[src/rtl/multicycle_control_if.sv]
// Memory request bus between the multicycle control FSM and memory.
// master: control FSM (drives strobes), slave: memory (drives mem_ready).
interface multicycle_control_if;
  logic mem_req;
  logic mem_read;
  logic mem_write;
  logic i_or_d;
  logic mem_ready;

  modport master (
    output mem_req,
    output mem_read,
    output mem_write,
    output i_or_d,
    input  mem_ready
  );

  modport slave (
    input  mem_req,
    input  mem_read,
    input  mem_write,
    input  i_or_d,
    output mem_ready
  );
endinterface

[src/rtl/multicycle_control.sv]
// Main control FSM of the multicycle datapath: fetch/decode/exec/mem/wb.
// Ports: clk, rst (sync, active-high), opcode, mem bus (if), datapath ctl.
module multicycle_control #(
  parameter int MEM_WAIT_MAX = 0,
  parameter int WAIT_W       = 8
) (
  input  logic                        clk,
  input  logic                        rst,
  input  logic [3:0]                  opcode,
  multicycle_control_if.master        mem,
  output logic                        ir_write,
  output logic                        pc_write,
  output logic                        pc_write_cond,
  output logic [1:0]                  pc_source,
  output logic                        alu_src_a,
  output logic [1:0]                  alu_src_b,
  output logic [2:0]                  aluop,
  output logic                        reg_dst,
  output logic                        mem_to_reg,
  output logic                        reg_write,
  output logic                        halted,
  output logic                        illegal_op,
  output logic                        bus_error
);

  typedef enum logic [3:0] {
    S_FETCH, S_DECODE, S_EXEC_R, S_R_WB,
    S_EXEC_I, S_I_WB, S_MEM_ADDR, S_MEM_RD,
    S_MEM_WB, S_MEM_WR, S_BRANCH, S_JUMP,
    S_HALT
  } state_t;

  localparam logic [3:0] OP_R    = 4'h0;
  localparam logic [3:0] OP_ADDI = 4'h1;
  localparam logic [3:0] OP_ANDI = 4'h2;
  localparam logic [3:0] OP_ORI  = 4'h3;
  localparam logic [3:0] OP_LW   = 4'h4;
  localparam logic [3:0] OP_SW   = 4'h5;
  localparam logic [3:0] OP_BEQ  = 4'h6;
  localparam logic [3:0] OP_J    = 4'h7;
  localparam logic [3:0] OP_HALT = 4'hF;

  state_t              r_state;
  state_t              w_next;
  logic [WAIT_W-1:0]   r_wait;
  logic [WAIT_W-1:0]   w_wait_inc;
  logic                r_bus_err;
  logic                w_mem;
  logic                w_expire;

  assign w_mem = (r_state == S_FETCH) ||
                 (r_state == S_MEM_RD) ||
                 (r_state == S_MEM_WR);

  assign w_wait_inc = r_wait + WAIT_W'(1);

  // Expiry: this stalled cycle would bring the count to the limit.
  assign w_expire = (MEM_WAIT_MAX != 0) && w_mem &&
                    !mem.mem_ready &&
                    (w_wait_inc == WAIT_W'(MEM_WAIT_MAX));

  always_ff @(posedge clk) begin
    if (rst) begin
      r_state   <= S_FETCH;
      r_wait    <= '0;
      r_bus_err <= 1'b0;
    end else begin
      r_state <= w_next;
      if (w_mem && !mem.mem_ready && !w_expire)
        r_wait <= w_wait_inc;
      else
        r_wait <= '0;
      if (w_expire)
        r_bus_err <= 1'b1;
    end
  end

  always_comb begin
    w_next        = S_FETCH;
    mem.mem_req   = 1'b0;
    mem.mem_read  = 1'b0;
    mem.mem_write = 1'b0;
    mem.i_or_d    = 1'b0;
    ir_write      = 1'b0;
    pc_write      = 1'b0;
    pc_write_cond = 1'b0;
    pc_source     = 2'b00;
    alu_src_a     = 1'b0;
    alu_src_b     = 2'b00;
    aluop         = 3'b000;
    reg_dst       = 1'b0;
    mem_to_reg    = 1'b0;
    reg_write     = 1'b0;
    halted        = 1'b0;
    illegal_op    = 1'b0;
    bus_error     = 1'b0;
    // Reset forces every output low, aborting any stalled access.
    if (!rst) begin
      bus_error = r_bus_err;
      unique case (r_state)
        S_FETCH: begin
          mem.mem_req  = 1'b1;
          mem.mem_read = 1'b1;
          alu_src_b    = 2'b01;
          if (mem.mem_ready) begin
            ir_write = 1'b1;
            pc_write = 1'b1;
            w_next   = S_DECODE;
          end else if (w_expire) begin
            w_next = S_HALT;
          end else begin
            w_next = S_FETCH;
          end
        end
        S_DECODE: begin
          alu_src_b = 2'b11;
          unique case (opcode)
            OP_R:    w_next = S_EXEC_R;
            OP_ADDI,
            OP_ANDI,
            OP_ORI:  w_next = S_EXEC_I;
            OP_LW,
            OP_SW:   w_next = S_MEM_ADDR;
            OP_BEQ:  w_next = S_BRANCH;
            OP_J:    w_next = S_JUMP;
            OP_HALT: w_next = S_HALT;
            default: begin
              illegal_op = 1'b1;
              w_next     = S_FETCH;
            end
          endcase
        end
        S_EXEC_R: begin
          alu_src_a = 1'b1;
          aluop     = 3'b100;
          w_next    = S_R_WB;
        end
        S_R_WB: begin
          reg_dst   = 1'b1;
          reg_write = 1'b1;
        end
        S_EXEC_I: begin
          alu_src_a = 1'b1;
          alu_src_b = 2'b10;
          unique case (opcode)
            OP_ANDI: aluop = 3'b010;
            OP_ORI:  aluop = 3'b011;
            default: aluop = 3'b000;
          endcase
          w_next = S_I_WB;
        end
        S_I_WB: begin
          reg_write = 1'b1;
        end
        S_MEM_ADDR: begin
          alu_src_a = 1'b1;
          alu_src_b = 2'b10;
          w_next    = (opcode == OP_LW) ? S_MEM_RD
                                        : S_MEM_WR;
        end
        S_MEM_RD: begin
          mem.mem_req  = 1'b1;
          mem.mem_read = 1'b1;
          mem.i_or_d   = 1'b1;
          if (mem.mem_ready)  w_next = S_MEM_WB;
          else if (w_expire)  w_next = S_HALT;
          else                w_next = S_MEM_RD;
        end
        S_MEM_WB: begin
          mem_to_reg = 1'b1;
          reg_write  = 1'b1;
        end
        S_MEM_WR: begin
          mem.mem_req   = 1'b1;
          mem.mem_write = 1'b1;
          mem.i_or_d    = 1'b1;
          if (mem.mem_ready)  w_next = S_FETCH;
          else if (w_expire)  w_next = S_HALT;
          else                w_next = S_MEM_WR;
        end
        S_BRANCH: begin
          alu_src_a     = 1'b1;
          aluop         = 3'b001;
          pc_write_cond = 1'b1;
          pc_source     = 2'b01;
        end
        S_JUMP: begin
          pc_write  = 1'b1;
          pc_source = 2'b10;
        end
        S_HALT: begin
          halted = 1'b1;
          w_next = S_HALT;
        end
        default: w_next = S_FETCH;
      endcase
    end
  end

endmodule
[src/flat_wrapper.sv]
// flat-port wrapper written by rule: the top's interface ports become plain ports
module multicycle_control_flat 
#(
  parameter int MEM_WAIT_MAX = 0,
  parameter int WAIT_W       = 8
)
  (clk, rst, opcode, ir_write, pc_write, pc_write_cond, pc_source, alu_src_a, alu_src_b, aluop, reg_dst, mem_to_reg, reg_write, halted, illegal_op, bus_error, mem_mem_req, mem_mem_read, mem_mem_write, mem_i_or_d, mem_mem_ready);
  multicycle_control_if mem_i ();
  input  logic clk;
  input  logic rst;
  input  logic [3:0] opcode;
  output logic ir_write;
  output logic pc_write;
  output logic pc_write_cond;
  output logic [1:0] pc_source;
  output logic alu_src_a;
  output logic [1:0] alu_src_b;
  output logic [2:0] aluop;
  output logic reg_dst;
  output logic mem_to_reg;
  output logic reg_write;
  output logic halted;
  output logic illegal_op;
  output logic bus_error;
  output wire logic [$bits(mem_i.mem_req)-1:0] mem_mem_req;
  output wire logic [$bits(mem_i.mem_read)-1:0] mem_mem_read;
  output wire logic [$bits(mem_i.mem_write)-1:0] mem_mem_write;
  output wire logic [$bits(mem_i.i_or_d)-1:0] mem_i_or_d;
  input wire logic [$bits(mem_i.mem_ready)-1:0] mem_mem_ready;
  assign mem_mem_req = mem_i.mem_req;
  assign mem_mem_read = mem_i.mem_read;
  assign mem_mem_write = mem_i.mem_write;
  assign mem_i_or_d = mem_i.i_or_d;
  assign mem_i.mem_ready = mem_mem_ready;
  multicycle_control #(.MEM_WAIT_MAX(MEM_WAIT_MAX), .WAIT_W(WAIT_W)) u_core (.clk(clk), .rst(rst), .opcode(opcode), .mem(mem_i), .ir_write(ir_write), .pc_write(pc_write), .pc_write_cond(pc_write_cond), .pc_source(pc_source), .alu_src_a(alu_src_a), .alu_src_b(alu_src_b), .aluop(aluop), .reg_dst(reg_dst), .mem_to_reg(mem_to_reg), .reg_write(reg_write), .halted(halted), .illegal_op(illegal_op), .bus_error(bus_error));
endmodule
[config.mk]
export PLATFORM = sky130hd
export DESIGN_NAME = multicycle_control_flat
export DESIGN_NICKNAME = d
export VERILOG_FILES = /design/src/rtl/multicycle_control_if.sv /design/src/rtl/multicycle_control.sv /design/src/flat_wrapper.sv
export SDC_FILE = /design/constraint.sdc
export NUM_CORES = 1
export LEC_CHECK = 0
export BUFFER_PORTS_ARGS = -buffer_cell sky130_fd_sc_hd__buf_2
export CORE_AREA = 2 2 52 54
export CTS_BUF_LIST = sky130_fd_sc_hd__clkbuf_8
export DETAILED_ROUTE_END_ITERATION = 8
export DIE_AREA = 0 0 54 56
export GPL_ROUTABILITY_DRIVEN = 0
export GPL_TIMING_DRIVEN = 0
export PLACE_DENSITY = 0.57
export SYNTH_ARGS = -nofsm -noshare
export SYNTH_HDL_FRONTEND = slang
export SYNTH_SLANG_ARGS = --single-unit
[constraint.sdc]
create_clock -name clk -period 2.05 [get_ports clk]
set_input_delay 0.205 -clock clk [delete_from_list [all_inputs] [get_ports clk]]
set_output_delay 0.205 -clock clk [all_outputs]
set_load 0.01 [all_outputs]
# --- After elaboration in Yosys (flattened, before gate mapping) ---
# Cells that the tools add are included.
word_totals:
  regBits: 5
  in_bits: 7
  output_inout_bits: 21
  wordCells: 75
op_classes:
  n_eq_ne: 20
  n_mux: 42
  reduce_logical: 11
ops:
  columns: ["cell", "n"]
  rows:
  - ["4-bit by 3-bit == test with 1-bit output (second input constant)", 8]
  - ["4-bit one-hot mux with 8 select lines", 1]
  - ["1-bit two-way mux", 29]
  - ["4-bit == test (second input constant)", 6]
  - ["4-bit one-hot mux with 6 select lines", 1]
  - ["4-bit by 2-bit == test with 1-bit output (second input constant)", 4]
  - ["4-bit two-way mux", 3]
  - ["3-bit one-hot mux with 3 select lines", 1]
  - ["3-bit OR reduction", 3]
  - ["9-bit OR reduction", 1]
  - ["4-bit by 1-bit == test with 1-bit output (second input constant)", 2]
  - ["4-bit zero test", 2]
  - ["2-bit one-hot mux with 2 select lines", 2]
  - ["2-bit OR reduction", 4]
  - ["2-bit one-hot mux with 3 select lines", 1]
  - ["2-bit two-way mux", 2]
  - ["4-bit OR reduction", 1]
  - ["3-bit two-way mux", 1]
  - ["1-bit one-hot mux with 2 select lines", 1]

# --- Logic depth before layout (Yosys ltp) ---
depth:
  ltp_word: 5
  ltp_mapped: 5
  mapped_depth_nobuf: 4

# --- Worst setup path after synthesis ---
# Ideal clock, no wire load.
synth_path:
  kind: "register to output"
  startpoint: "register u_core.r_state[2]"
  endpoint: "output pc_write"
  t_arrival_ns: 1.257
  required_ns: 1.845
  slack_ns: 0.588
  stages_incl_launch_ff: 4
  path_buffers: 0
  cell_sequence: "dfxtp_1 or3_1 nor3_1 or2_1"
synth_via:
  elab_chain_len: 3
  word_cells_on_any_way: 4
  cone_classes: "eq/ne (1); mux (2); reduce/logical (1)"
synth_lines:
  columns: ["element", "line_no", "source"]
  rows:
  - ["start: declaration", "multicycle_control.sv:43", "state_t r_state;"]
  - ["start signal: assignment", "multicycle_control.sv:68", "r_state <= w_next;"]
  - ["4-bit == test / 4-bit zero test (equally long branches)", "multicycle_control.sv:100", "unique case (r_state)"]
  - ["1-bit one-hot mux with 2 select lines (*)", "multicycle_control.sv:100", null]
  - ["1-bit two-way mux (*)", "multicycle_control.sv:98", "if (!rst) begin"]
  - ["end: declaration", "flat_wrapper.sv:13", "output logic pc_write;"]
# Every way passes the cells marked *; elsewhere a longest branch is shown, timed or not.

# --- Worst setup path after layout ---
layout_path:
  startpoint: "register u_core.r_state[2]"
  endpoint: "output aluop[0]"
layout_via:
  elab_chain_len: 3
  word_cells_on_any_way: 5
  cone_classes: "eq/ne (3); mux (2)"
layout_lines:
  columns: ["element", "line_no", "source"]
  rows:
  - ["4-bit == test (tied with other cells)", "multicycle_control.sv:100", null]
  - ["3-bit one-hot mux with 3 select lines (*)", "multicycle_control.sv:100", null]
  - ["3-bit two-way mux (*)", "multicycle_control.sv:98", null]
  - ["end: declaration", "flat_wrapper.sv:18", "output logic [2:0] aluop;"]
# Marked as above.

==> impl_metrics.yaml <==
worst_setup_path:
  worst_r2r_path_depth: 4
  worst_r2r_endpoint: "u_core.r_state[0]$_SDFF_PP0_"
  setup_crit_end_kind: "output pin"
  cp_max_fo: 6
  setup.reg_to_reg.worst_slack_ps: 680
  worst-endpoint-required_ps: 1850
  worst_ep_arrival_time_ps: 1620
  worstSetupPathType: "reg2out"
  rr_startpoint: "u_core.r_state[1]$_SDFF_PP0_"
  critical_path.startpoint_type: "flip-flop"
hold_path:
  worst_hold_path_type: "in2reg"
  min-delay-start: "rst"
  hold_end: "u_core.r_state[1]$_SDFF_PP0_"
  holdPathStages: 3
grt:
  grt_util_all_layers_pct: 13.5
  grt_pass1_vias: 679
  grt_start_max_net_pins: 11
  global_route.overflow_total: 0
  grt_first_pass_wirelength_um: 3110
  grt_antenna_before_repair: 0
floorplan:
  core_area_um2: 2430
  top_level_ports: 28
  initial_utilization_pct: 29.1
  design.die.area_um2: 3020
  floorplan.die.height_um: 56
  die_w_um: 54
  std_cell_rows: 18
run_status:
  status: "complete, no violations"
flow_run:
  drv.max_cap_violation_count: 0
yosys:
  async_flop_share_pct: 0
  syn-num-nets: 110
  yosys_most_used_dff: "sky130_fd_sc_hd__dfxtp_1"
  syn_inst: 103
  yosysTopAreaCell: "sky130_fd_sc_hd__dfxtp_1"
  yosys-top-cells-area: "sky130_fd_sc_hd__dfxtp_1 (14%), sky130_fd_sc_hd__nor2_1 (9.0%), sky130_fd_sc_hd__nor3_1 (6.4%)"
  mappedNetlistArea_um2: 708
  synth_largest_type_area_fraction_pct: 14.1
  post_synthesis_area_per_instance_um2: 6.88
  yosysSeqAreaShare_pct: 14.1
  synth.most_common_cell: "sky130_fd_sc_hd__nor2_1"
  synth.yosys.warnings: 0
  ys_seq_elements: 5
  synth.cells.most_frequent: "sky130_fd_sc_hd__nor2_1 (17), sky130_fd_sc_hd__nor3_1 (9), sky130_fd_sc_hd__nand2_1 (7)"
  synth_edf_count: 0
  post_synth_num_cell_types: 38
power:
  leakagePower_nw: 0.431
  power_density_cells_nw_per_um2: 504
  total_power_mw: 0.462
  ir_worst_vdd_mv: 0.392
timing:
  timing.fmax_mhz: 549
  final-hold-violation-count: 0
  setup_repair_after_global_routing_missed_its_margin: "false"
  worst_slew_margin_rel_pct: 72.8
  timing_worst_slew_pin_value_ps: 406
  final.min_clock_period_ps: 1820
  final-max-slew-violation-count: 0
  timing.final.setup_violations: 0
  setup_tns_ps: 0
  clock-skew-final_ps: 0.931
  timing.final.crit_share_pct: 88.8
clocking:
  cts-root-buf: "sky130_fd_sc_hd__clkbuf_8"
  numCtsBuffers: 3
  ctsHtreeMaxLevel: 1
  later_pin_clock_latency_in_the_skew_report_ps: 220
  clkTransAtPathRegs_ps: 30
  cts.sink_count: 5
  post_cts_hold_buffer_count: 0
  clock_path_buffers: 2
  post_cts_buffers: 0
  cts_resized: 0
  clock_tree_from_tritoncts: "yes"
layout:
  n_antenna_cell: 0
  drive_gt1_share_pct: 34.8
  final_net_count: 140
  layout-area-overhead-vs-synth_pct: 29.3
routing:
  route.detailed.vias_per_inst: 4.97
  final_antenna_net_count: 0
  drt-wirelength-per-cell_um: 12.3
  drt_drc: 0
  routed-via-count: 805
  route.final.wire_length_um: 2000
  drt_iter0_drc: 13
  detail_route.first_pass.iterations: 4
placed_design:
  place.detailed.hpwl_um: 1520
  io_buffer_count: 25
[through the flow]
stage               util (%)  std cells  setup slack (ps)  area [um^2]  hold slack [ps]
floorplan                  -        103               588          708              443
detailed placement      35.8        158               440          871              460
CTS                     37.7        162               211          916              438
global route            37.7        162              56.4          916              474
finish                  37.7        162               230          916              444
global placement        35.8        158               460          871              453
[metal layers]
| metal | share of wire [%] | routed length, um | GRT usage, % | vias to the layer above |
|---|---|---|---|---|
| met5 | 0 | 0 | 0 | - |
| met4 | 0 | 0 | 4.29 | 0 |
| met3 | 4.1 | 81 | 1.61 | 0 |
| met2 | 44 | 882 | 20.4 | 23 |
| met1 | 52 | 1030 | 19.6 | 362 |
| li1 | - | - | - | 420 |
[kinds of logic after synthesis]
family | Yosys count | share of synthesized area (%)
simple gates | 53 | 41.9
xor+xnor | 1 | 1.24
compound gates | 25 | 24.9
flops | 5 | 14.1
mux | 4 | 6.01
buf+inv | 15 | 11.8
[state kept, by name (all words and copies together) (netlist names)]
register and flops:
u_core.r_bus_err 1, u_core.r_state 4
[power breakdown]
| group | switching (mW) | internal [mW] | leakage [nW] |
|---|---|---|---|
| clock network | 0.0438 | 0.128 | 0.0269 |
| logic | 0.104 | 0.0751 | 0.363 |
| registers | 0.00782 | 0.103 | 0.0406 |
[layout make-up]
class	instances	area (um^2)
Buffer	9	61.3
Clock buffer	3	41.3
Clock inverter	1	3.75
Fill cell	267	1520
Inverter	6	22.5
Multi-Input combinational cell	83	524
Sequential cell	5	100
Tap cell	30	37.5
Timing Repair Buffer	25	125
[worst max-delay path by stage]
stage	start	endpoint	slack [ps]	depth (start not counted)
2_1_floorplan	u_core.r_state[2]$_SDFF_PP0_	pc_write	590	3
3_3_place_gp	u_core.r_state[2]$_SDFF_PP0_	aluop[0]	460	5
3_5_place_dp	u_core.r_state[3]$_SDFF_PP0_	aluop[0]	440	5
4_1_cts	u_core.r_state[3]$_SDFF_PP0_	aluop[0]	210	5
5_1_grt	u_core.r_state[2]$_SDFF_PP0_	aluop[0]	60	5
6_report	u_core.r_state[2]$_SDFF_PP0_	aluop[0]	230	5
[layout by cell type (no fill, tap or decap), drive strengths merged, types with 2 or more instances in the layout]
master,instances
nor4b,3
buf,33
a21oi,5
o31a,2
nor3,9
or2,2
dfxtp,5
nand2b,4
nor2b,3
nor2,17
mux2,2
clkbuf,4
inv,7
and3,2
a21boi,2
nand2,7
o21ai,5
mux2i,2
o211ai,5
nand3,3
[critical path, stage by stage (launching register included)]
cell                      delay (ps)
sky130_fd_sc_hd__dfxtp_1         390
sky130_fd_sc_hd__nor2b_1         390
sky130_fd_sc_hd__nand3_1         120
sky130_fd_sc_hd__mux2_2          280
sky130_fd_sc_hd__nor2_1           90
sky130_fd_sc_hd__buf_2           130
Power figures use the tool's default switching activity.
